--- src/rtl/mem_wb_pipe_reg.sv ---
// MEM/WB stage register with valid/ready handshake, 2-entry skid buffer, sync flush and async reset.
// Define MEMWB_FWD_EN to add the head-entry forwarding compare ports (q_rs/q_rt, hit_rs/hit_rt, fwd_data).
`timescale 1ns/1ps
module mem_wb_pipe_reg #(
    parameter int DATA_W       = 32,
    parameter int ADDR_W       = 5,
    parameter int CTRL_W       = 3,
    parameter int REGWRITE_BIT = 0
) (
    input  logic              clk,
    input  logic              rst,
    input  logic              flush,
    input  logic              in_valid,
    output logic              in_ready,
    input  logic [CTRL_W-1:0] WBin,
    input  logic [ADDR_W-1:0] rsin,
    input  logic [ADDR_W-1:0] rtin,
    input  logic [ADDR_W-1:0] regresin,
    input  logic [DATA_W-1:0] ALUresin,
    input  logic [DATA_W-1:0] MEMresin,
    output logic              out_valid,
    input  logic              out_ready,
    output logic [CTRL_W-1:0] WB,
    output logic [ADDR_W-1:0] rs,
    output logic [ADDR_W-1:0] rt,
    output logic [ADDR_W-1:0] regres,
    output logic [DATA_W-1:0] ALUres,
    output logic [DATA_W-1:0] MEMres,
    output logic [1:0]        occupancy
`ifdef MEMWB_FWD_EN
    ,
    input  logic [ADDR_W-1:0] q_rs,
    input  logic [ADDR_W-1:0] q_rt,
    output logic              hit_rs,
    output logic              hit_rt,
    output logic [DATA_W-1:0] fwd_data
`endif
);

    localparam int ENT_W = CTRL_W + 3 * ADDR_W + 2 * DATA_W;

    if (REGWRITE_BIT < 0 || REGWRITE_BIT >= CTRL_W) begin : g_bad_regwrite_bit
        $error("REGWRITE_BIT must index into the WB control bundle");
    end

    typedef enum logic [1:0] {
        EMPTY = 2'd0,
        ONE   = 2'd1,
        FULL  = 2'd2
    } occ_e;

    occ_e              state_q;
    logic [ENT_W-1:0]  head_q;
    logic [ENT_W-1:0]  skid_q;
    logic [ENT_W-1:0]  in_ent;
    logic [CTRL_W-1:0] head_wb;
    logic              accept;
    logic              pop;

    assign in_ent = {WBin, rsin, rtin, regresin, ALUresin, MEMresin};

    // Ready depends on state only, so back-pressure never forms a path from out_ready.
    assign in_ready  = (state_q != FULL) && !rst;
    assign out_valid = (state_q != EMPTY);
    assign occupancy = state_q;
    assign accept    = in_valid && in_ready;
    assign pop       = out_valid && out_ready;

    always_ff @(posedge clk or posedge rst) begin
        if (rst) begin
            state_q <= EMPTY;
            head_q  <= '0;
            skid_q  <= '0;
        end else if (flush) begin
            state_q <= EMPTY;
        end else begin
            case (state_q)
                EMPTY: begin
                    if (accept) begin
                        head_q  <= in_ent;
                        state_q <= ONE;
                    end
                end
                ONE: begin
                    if (accept && pop) begin
                        head_q <= in_ent;
                    end else if (pop) begin
                        state_q <= EMPTY;
                    end else if (accept) begin
                        skid_q  <= in_ent;
                        state_q <= FULL;
                    end
                end
                FULL: begin
                    if (pop) begin
                        head_q  <= skid_q;
                        state_q <= ONE;
                    end
                end
                default: state_q <= EMPTY;
            endcase
        end
    end

    assign {head_wb, rs, rt, regres, ALUres, MEMres} = head_q;

    // A bubble must never carry RegWrite into the register file.
    assign WB = out_valid ? head_wb : '0;

`ifdef MEMWB_FWD_EN
    assign hit_rs   = out_valid && WB[REGWRITE_BIT] && (regres != '0) && (regres == q_rs);
    assign hit_rt   = out_valid && WB[REGWRITE_BIT] && (regres != '0) && (regres == q_rt);
    assign fwd_data = WB[CTRL_W-1] ? MEMres : ALUres;
`endif

endmodule

--- config.mk ---
export PLATFORM = sky130hd
export DESIGN_NAME = mem_wb_pipe_reg
export DESIGN_NICKNAME = d
export VERILOG_FILES = /design/src/rtl/mem_wb_pipe_reg.sv
export SDC_FILE = /design/constraint.sdc
export NUM_CORES = 1
export LEC_CHECK = 0
export ABC_AREA = 1
export BUFFER_PORTS_ARGS = -buffer_cell sky130_fd_sc_hd__buf_4
export CORE_MARGIN = 1.5
export CORE_UTILIZATION = 30
export DETAILED_ROUTE_END_ITERATION = 12
export GPL_TIMING_DRIVEN = 0
export PLACE_DENSITY_LB_ADDON = 0.15
export SYNTH_ARGS = -nofsm -noshare
export SYNTH_HDL_FRONTEND = slang
export SYNTH_SLANG_ARGS = --single-unit
--- constraint.sdc ---
create_clock -name clk -period 12.3 [get_ports clk]
set_input_delay 0.615 -clock clk [delete_from_list [all_inputs] [get_ports clk]]
set_output_delay 0.615 -clock clk [all_outputs]
set_load 0.01 [all_outputs]
==> key figures, run 1 <==
Power
  – Psw: 0.000524 W
  – Seq pwr share: 42.1%
  – Cell leakage power: 5.61 nW
  – Switching part of the total: 29.6%
  – Clk pwr share: 31.6%
  – Pwr dens: 171 nW/um^2
  – Max VDD drop: 81.8 uV
  – Comb pwr share: 26.4%
  – Int Power: 0.00125 W

STA
  – Max Slew Vio Count: 0
  – Final period util: between 20% and 30%
  – Clock skew: 8.87 ps
  – Worst Tran Pin Value: 631 ps
  – Setup violators final: 0
  – RSZ-0062 raised after global routing: false
  – Final Hold Fails: 0
  – Max_slew headroom: 57.7%
  – Min Tclk post-route: 2500 ps
  – Fmax: ~400 MHz
  – Slack of the critical path: 9800 ps
  – Setup TNS: 0 ps

Synthesis
  – Distinct cells, synth: 15
  – Synth area leader: dfrtp_1
  – Syn avg cell area: 8.04 sq um
  – Seq cells post-synth: 166
  – Synthesized instance count: between 900 and 1k
  – Synth warnings: 0
  – Top cells by area, synth: dfrtp_1, nand2_1, o21ai_0
  – Synth Cell Area: 8020 sq um
  – Synth top area share: 51.8%
  – Seq/Total Area, Yosys: 51.8%
  – Post-Syn Nets: ~1.1k

Place
  – Placer Congestion: 0.725
  – Area post-placement: between 9000 and 10000 sq um
  – Dpl ws: 9310 ps
  – Post-DP HPWL: approximately 15 mm
  – Port Buffer Count: 172

Final layout
  – Ant. Diodes: 0
  – Multi-input logic area: between 2000 and 3000 sq um
  – Layout Nets: about 1.3k
  – Final Cell Area: 10400 sq um
  – Share of cells above drive strength 1: 28.6%
  – Filler Cells Inserted: about 2.8k
  – Layout area overhead: 29.3%
  – Seq. cell area: 4150 sq um
  – Final core utilization: 39.7%

Worst setup path
  – Crit path from: rst
  – Worst path required time: between 10000 and 15000 ps
  – R2R depth: 6
  – Reg2Reg Capture Point: head_q[79]
  – RR Startpoint: occupancy[1]
  – CP Capture Type: flop
  – Worst EP arrival: 2860 ps
  – R2R setup slack: between 10000 and 15000 ps
  – Critical path startpoint category: input port
  – CP Class: input port to flop
  – CP max FO: 113

Clock network
  – Worst-skew pair later-pin latency: 420 ps
  – TritonCTS clock tree: yes
  – Hold bufs inserted after CTS: 0
  – CTS Buf Count: 17
  – Clock Pin Slew Worst Setup and Hold Paths: roughly 70 ps
  – Postcts setup bufs: 0
  – Post_cts resized: 0
  – Max H-tree Level: 4
  – CTS sink count: 166
  – Root buffer cell: clkbuf_16
  – CTS Buffer Depth: 2

Floorplanning
  – # rows: 59
  – Die area: 27700 sq um
  – Initial Util: between 30% and 40%
  – I/O pins: 173
  – Die Ht: 167 um
  – Core Region: 26100 sq um
  – Die Span X: 167 um

Route
  – 1st-pass router iterations: 9
  – ANT nets after route: 0
  – Routed WL per cell: 14.4 um
  – Initial DRC count: just over 400
  – Via count: 6782
  – Drt drc: 8
  – Via density: around 4.4
  – DRT Wirelength: ~22 mm

Run status
  – Failing checks: design-rule violations
  – Status: finished with violations

Global routing
  – Pin count of the biggest net entering global routing: 114
  – Vias in the first global route: around 6.7k
  – GRT Util Overall: 16.4%
  – Global-route wire length before repair: between 30 and 40 mm
  – Initial antenna violation count: 0
  – Congestion Overflow GR: 0

Min path
  – Hold WC Path Type: input port to asynchronous set/reset pin

Run
  – Maxcap violations: 0
==> power groups by stage <==
stage               sequential (W)  clock [W]  combinational (W)
finish                    0.000745   0.000559           0.000467
global route              0.000762   0.000599           0.000526
CTS                       0.000746   0.000578           0.000476
detailed placement        0.000756          0           0.000473
global placement          0.000756          0           0.000467
floorplan                 0.000742          0           0.000294
==> cell type report <==
cell class	instances	share of cell area (%)
buffer	141	9.05
timing repair buffer	173	12.7
tap	335	4.04
multi-input combinational	600	24.9
inverter	91	3.37
sequential	166	40.1
clock inverter	15	1.71
clock buffer	17	4.10
==> routing by layer <==
metal  global-route usage [%]  up-vias  share of wire [%]
met5                        0        -                  0
met4                     4.11        0               0.92
met3                     3.56       13                4.1
met2                     26.2      136                 47
met1                     22.5     3197                 48
li1                         -     3436                  -
==> cell usage after synthesis (all sizes together) <==
| master | instances |
|---|---|
| o21ai | 165 |
| nand2 | 339 |
| clkbuf | 8 |
| a21oi | 2 |
| dfrtp | 166 |
| nand3 | 85 |
| nor2 | 7 |
| buf | 133 |
| inv | 91 |
| nand4 | 2 |
==> worst max-delay path, cell delays in order <==
cell and delay, ps:
buf_4 130, inv_8 290, buf_16 430, nand4_1 220, nand2_1 140, buf_2 330
buf_2 310, nand3_1 130, nand2_1 90
==> logic make-up after synthesis <==
family                 count (synthesis)  share of synthesized area [%]
and+or+nand+nor                      433                           21.8
DFF                                  166                           51.8
AOI/OAI and AO/OA                    167                           10.5
buffers and inverters                232                           16.0
==> flip-flops by register name (all words and copies together) (netlist names) <==
| signal | cells |
|---|---|
| occupancy | 2 |
| skid_q | 82 |
| head_q | 82 |
==> worst max path at each step <==
stage | end | slack [ps] | cells after the start
4_1_cts | head_q[59] | 9770 | 9
5_1_grt | skid_q[70] | 9520 | 8
2_1_floorplan | head_q[0] | 6920 | 7
3_5_place_dp | head_q[59] | 9310 | 9
3_3_place_gp | head_q[0] | 4360 | 8
6_report | head_q[74] | 9800 | 9
==> placed cells by master, fill, tap and decap left out <==
master,n
buf_16,1
buf_2,36
inv_8,5
buf_4,269
nand2_1,337
clkbuf_16,17
nand4_1,2
nand3_2,1
a21oi_1,1
inv_2,1
bufinv_16,2
dfrtp_1,166
o21ai_0,165
nand3_1,84
a21oi_2,1
clkinvlp_4,2
inv_6,6
nand2_2,2
nor2_1,7
clkinv_2,1
inv_1,89
clkbuf_1,8
==> per-stage QoR <==
stage | hold slack, ps | cells | total power (W)
floorplan | 442 | 998 | 0.00104
CTS | 211 | 1538 | 0.00180
global placement | 458 | 1505 | 0.00122
global route | 224 | 1538 | 0.00189
detailed placement | 459 | 1506 | 0.00123
finish | 209 | 1538 | 0.00177
Note: power is estimated with default switching activity, not from simulation.
==> run 2, diff against run 1 <==
==> constraint.sdc (replaced) <==
create_clock -name clk -period 2.3 [get_ports clk]
set_input_delay 0.115 -clock clk [delete_from_list [all_inputs] [get_ports clk]]
set_output_delay 0.115 -clock clk [all_outputs]
set_load 0.01 [all_outputs]
==> run 2 against run 1 <==
The flow now finishes without violations. Critical path depth is 2 higher. Highest routed layer unchanged. Largest power group unchanged. Sequential share of layout area is 3.4 points lower. Global-route usage is 0.72 points higher. Largest cell class unchanged. Critical path type unchanged. Die area stayed put.
==> key figures, run 2 (same netlist as run 1, synthesis figures left out) <==
Route
  – Routed WL per cell: 14.1 um
  – Drt drc: 0
  – Initial DRC count: 369
  – Via count: 7101
  – ANT nets after route: 0
  – DRT Wirelength: 22.9 mm
  – Via density: 4.36
  – 1st-pass router iterations: 7

Global routing
  – GRT Util Overall: between 15 and 20%
  – Vias in the first global route: 7151
  – Initial antenna violation count: 0
  – Congestion Overflow GR: 0
  – Pin count of the biggest net entering global routing: 40
  – Global-route wire length before repair: 37.5 mm

Worst setup path
  – R2R setup slack: just over 400 ps
  – Reg2Reg Capture Point: head_q[73]
  – R2R depth: 6
  – Critical path startpoint category: input port
  – CP Class: input port to flop
  – CP max stage delay: 530 ps
  – CP bufs+invs: 6
  – Delay-heaviest family, CP: buffers and inverters
  – CP max FO: 31
  – Worst path required time: 2610 ps
  – Most used cell, CP: nand2_1
  – Cell breakdown of the critical path: dlygate4sd3_1 -> buf_4 -> clkinvlp_4 -> buf_12 -> buf_16 -> nand3_2 -> a21oi_2 -> nand2_4 -> buf_2 -> nand2_1 -> nand2_1
  – RR Startpoint: occupancy[1]
  – CP Capture Type: flop
  – Worst EP arrival: 2370 ps
  – Worst path slowest cell: dlygate4sd3_1

Min path
  – Hold EP: occupancy[1]
  – Hold WC Path Type: input port to flop
  – Worst Hold Path Cells: 4
  – HP Start: out_ready

Floorplanning
  – # rows: a little under 60
  – Die area: roughly 28000 sq um
  – Initial Util: 30.7%
  – Die Ht: 167 um
  – Die Span X: roughly 170 um
  – Core Region: 26100 sq um
  – I/O pins: 173

STA
  – Max Slew Vio Count: 0
  – Final period util: 89.6%
  – Min Tclk post-route: 2060 ps
  – Setup violators final: 0
  – RSZ-0062 raised after global routing: false
  – Clock skew: ~10 ps
  – Worst Tran Pin Value: just under 700 ps
  – Final Hold Fails: 0
  – Max_slew headroom: 53.6%
  – Fmax: just under 500 MHz

Clock network
  – Root buffer cell: clkbuf_16
  – CTS Buf Count: 17
  – Max H-tree Level: 4
  – CTS sink count: approximately 170
  – Worst-skew pair later-pin latency: 420 ps
  – CTS Buffer Depth: 2
  – Clock Pin Slew Worst Setup and Hold Paths: 70 ps
  – TritonCTS clock tree: yes

Final layout
  – Layout area overhead: 41.1%
  – Share of cells above drive strength 1: 26.9%
  – Final Cell Area: 11300 sq um
  – Most frequent cells in the layout: nand2_1, buf_4, dfrtp_1
  – Fin cells: 1627
  – Commonest non-fill, non-tap cell in the layout: nand2_1
  – Layout Nets: approximately 1.4k

Power
  – Psw: about 0.0028 W
  – Switching part of the total: 29.5%
  – Cell leakage power: 5.98 nW
  – Max VDD drop: 483 uV
  – Pwr dens: 833 nW/um^2
  – Int Power: 0.00665 W
  – Seq pwr share: about 42%
  – Comb pwr share: 28.2%
  – Clk pwr share: 29.5%

Place
  – Area post-placement: 9850 sq um
  – Post-DP HPWL: 15.0 mm
  – Placed cells: ~1.5k
  – Port Buffer Count: 172
  – Placer Congestion: 0.755

Run status
  – Status: finished clean

Run
  – Maxcap violations: 0
[run 2: changes by cell type in the layout (fill, tap and decap cells not counted), sizes merged]
cell	change
inv	-7
clkbuf	+7
clkinv	+1
clkinvlp	+4
dlygate4sd3	+84
bufinv	-1
diode	+1
[run 2: area by class of cell]
class / instances / area (sq um)
fill: 2700 / 14800
sequential: 166 / 4150
multi-input combinational: 600 / 2590
timing repair buffer: 262 / 2260
buffer: 141 / 985
clock buffer: 19 / 433
tap: 335 / 419
inverter: 91 / 345
clock inverter: 12 / 123
antenna: 1 / 2.50
[run 2: worst max path at each step]
stage               startpoint          to  slack (ps)  depth (start not counted)
global placement           rst   head_q[1]       -3310                          8
detailed placement         rst  head_q[77]        -290                         10
finish                     rst  head_q[67]         240                         11
floorplan                  rst   head_q[0]       -1360                          7
CTS                        rst  head_q[64]          30                         11
global route               rst  head_q[57]          60                         11
[run 2: layer usage]
layer,up-vias,track usage (%),wire length (um)
met5,-,0,0
met4,0,5.49,337
met3,19,2.97,809
met2,148,27.4,10700
met1,3317,23.4,11100
li1,3617,-,-
[run 2: what timing repair did]
| item | 4_1_cts | 5_1_grt |
|---|---|---|
| endpoints found under the hold margin | 110 | 0 |
| resized for setup | 0 | 9 |
| setup endpoints to repair | 0 | 80 |
| hold buffers | 85 | 0 |
| setup buffers | 0 | 0 |
[run 2: per-stage QoR]
step	setup WS (ps)	setup TNS [ps]	util, %	total power, W	hold slack (ps)
2_1_floorplan	-1360	-218200	-	0.00556	236
6_report	240	0	43.3	0.00943	81.6
3_5_place_dp	-295	-26370	37.7	0.00660	270
5_1_grt	61.3	0	43.3	0.0101	100
4_1_cts	34.8	0	43.1	0.00956	71.5
3_3_place_gp	-3310	-733760	37.4	0.00655	336
[run 2: worst register-to-register path, delay by kind of cell, from the launching register on]
kind	cells	cell delay (ps)
AO/OA/AOI/OAI	1	180
flip-flops	1	440
buffers and inverters	1	290
AND/OR/NAND/NOR	4	920
[run 2: power by group through the flow]
stage          clock (W)  combinational (W)  sequential [W]
2_1_floorplan          0            0.00159         0.00397
3_3_place_gp           0            0.00250         0.00405
3_5_place_dp           0            0.00255         0.00405
4_1_cts          0.00288            0.00268         0.00400
5_1_grt          0.00299            0.00298         0.00408
6_report         0.00278            0.00266         0.00400
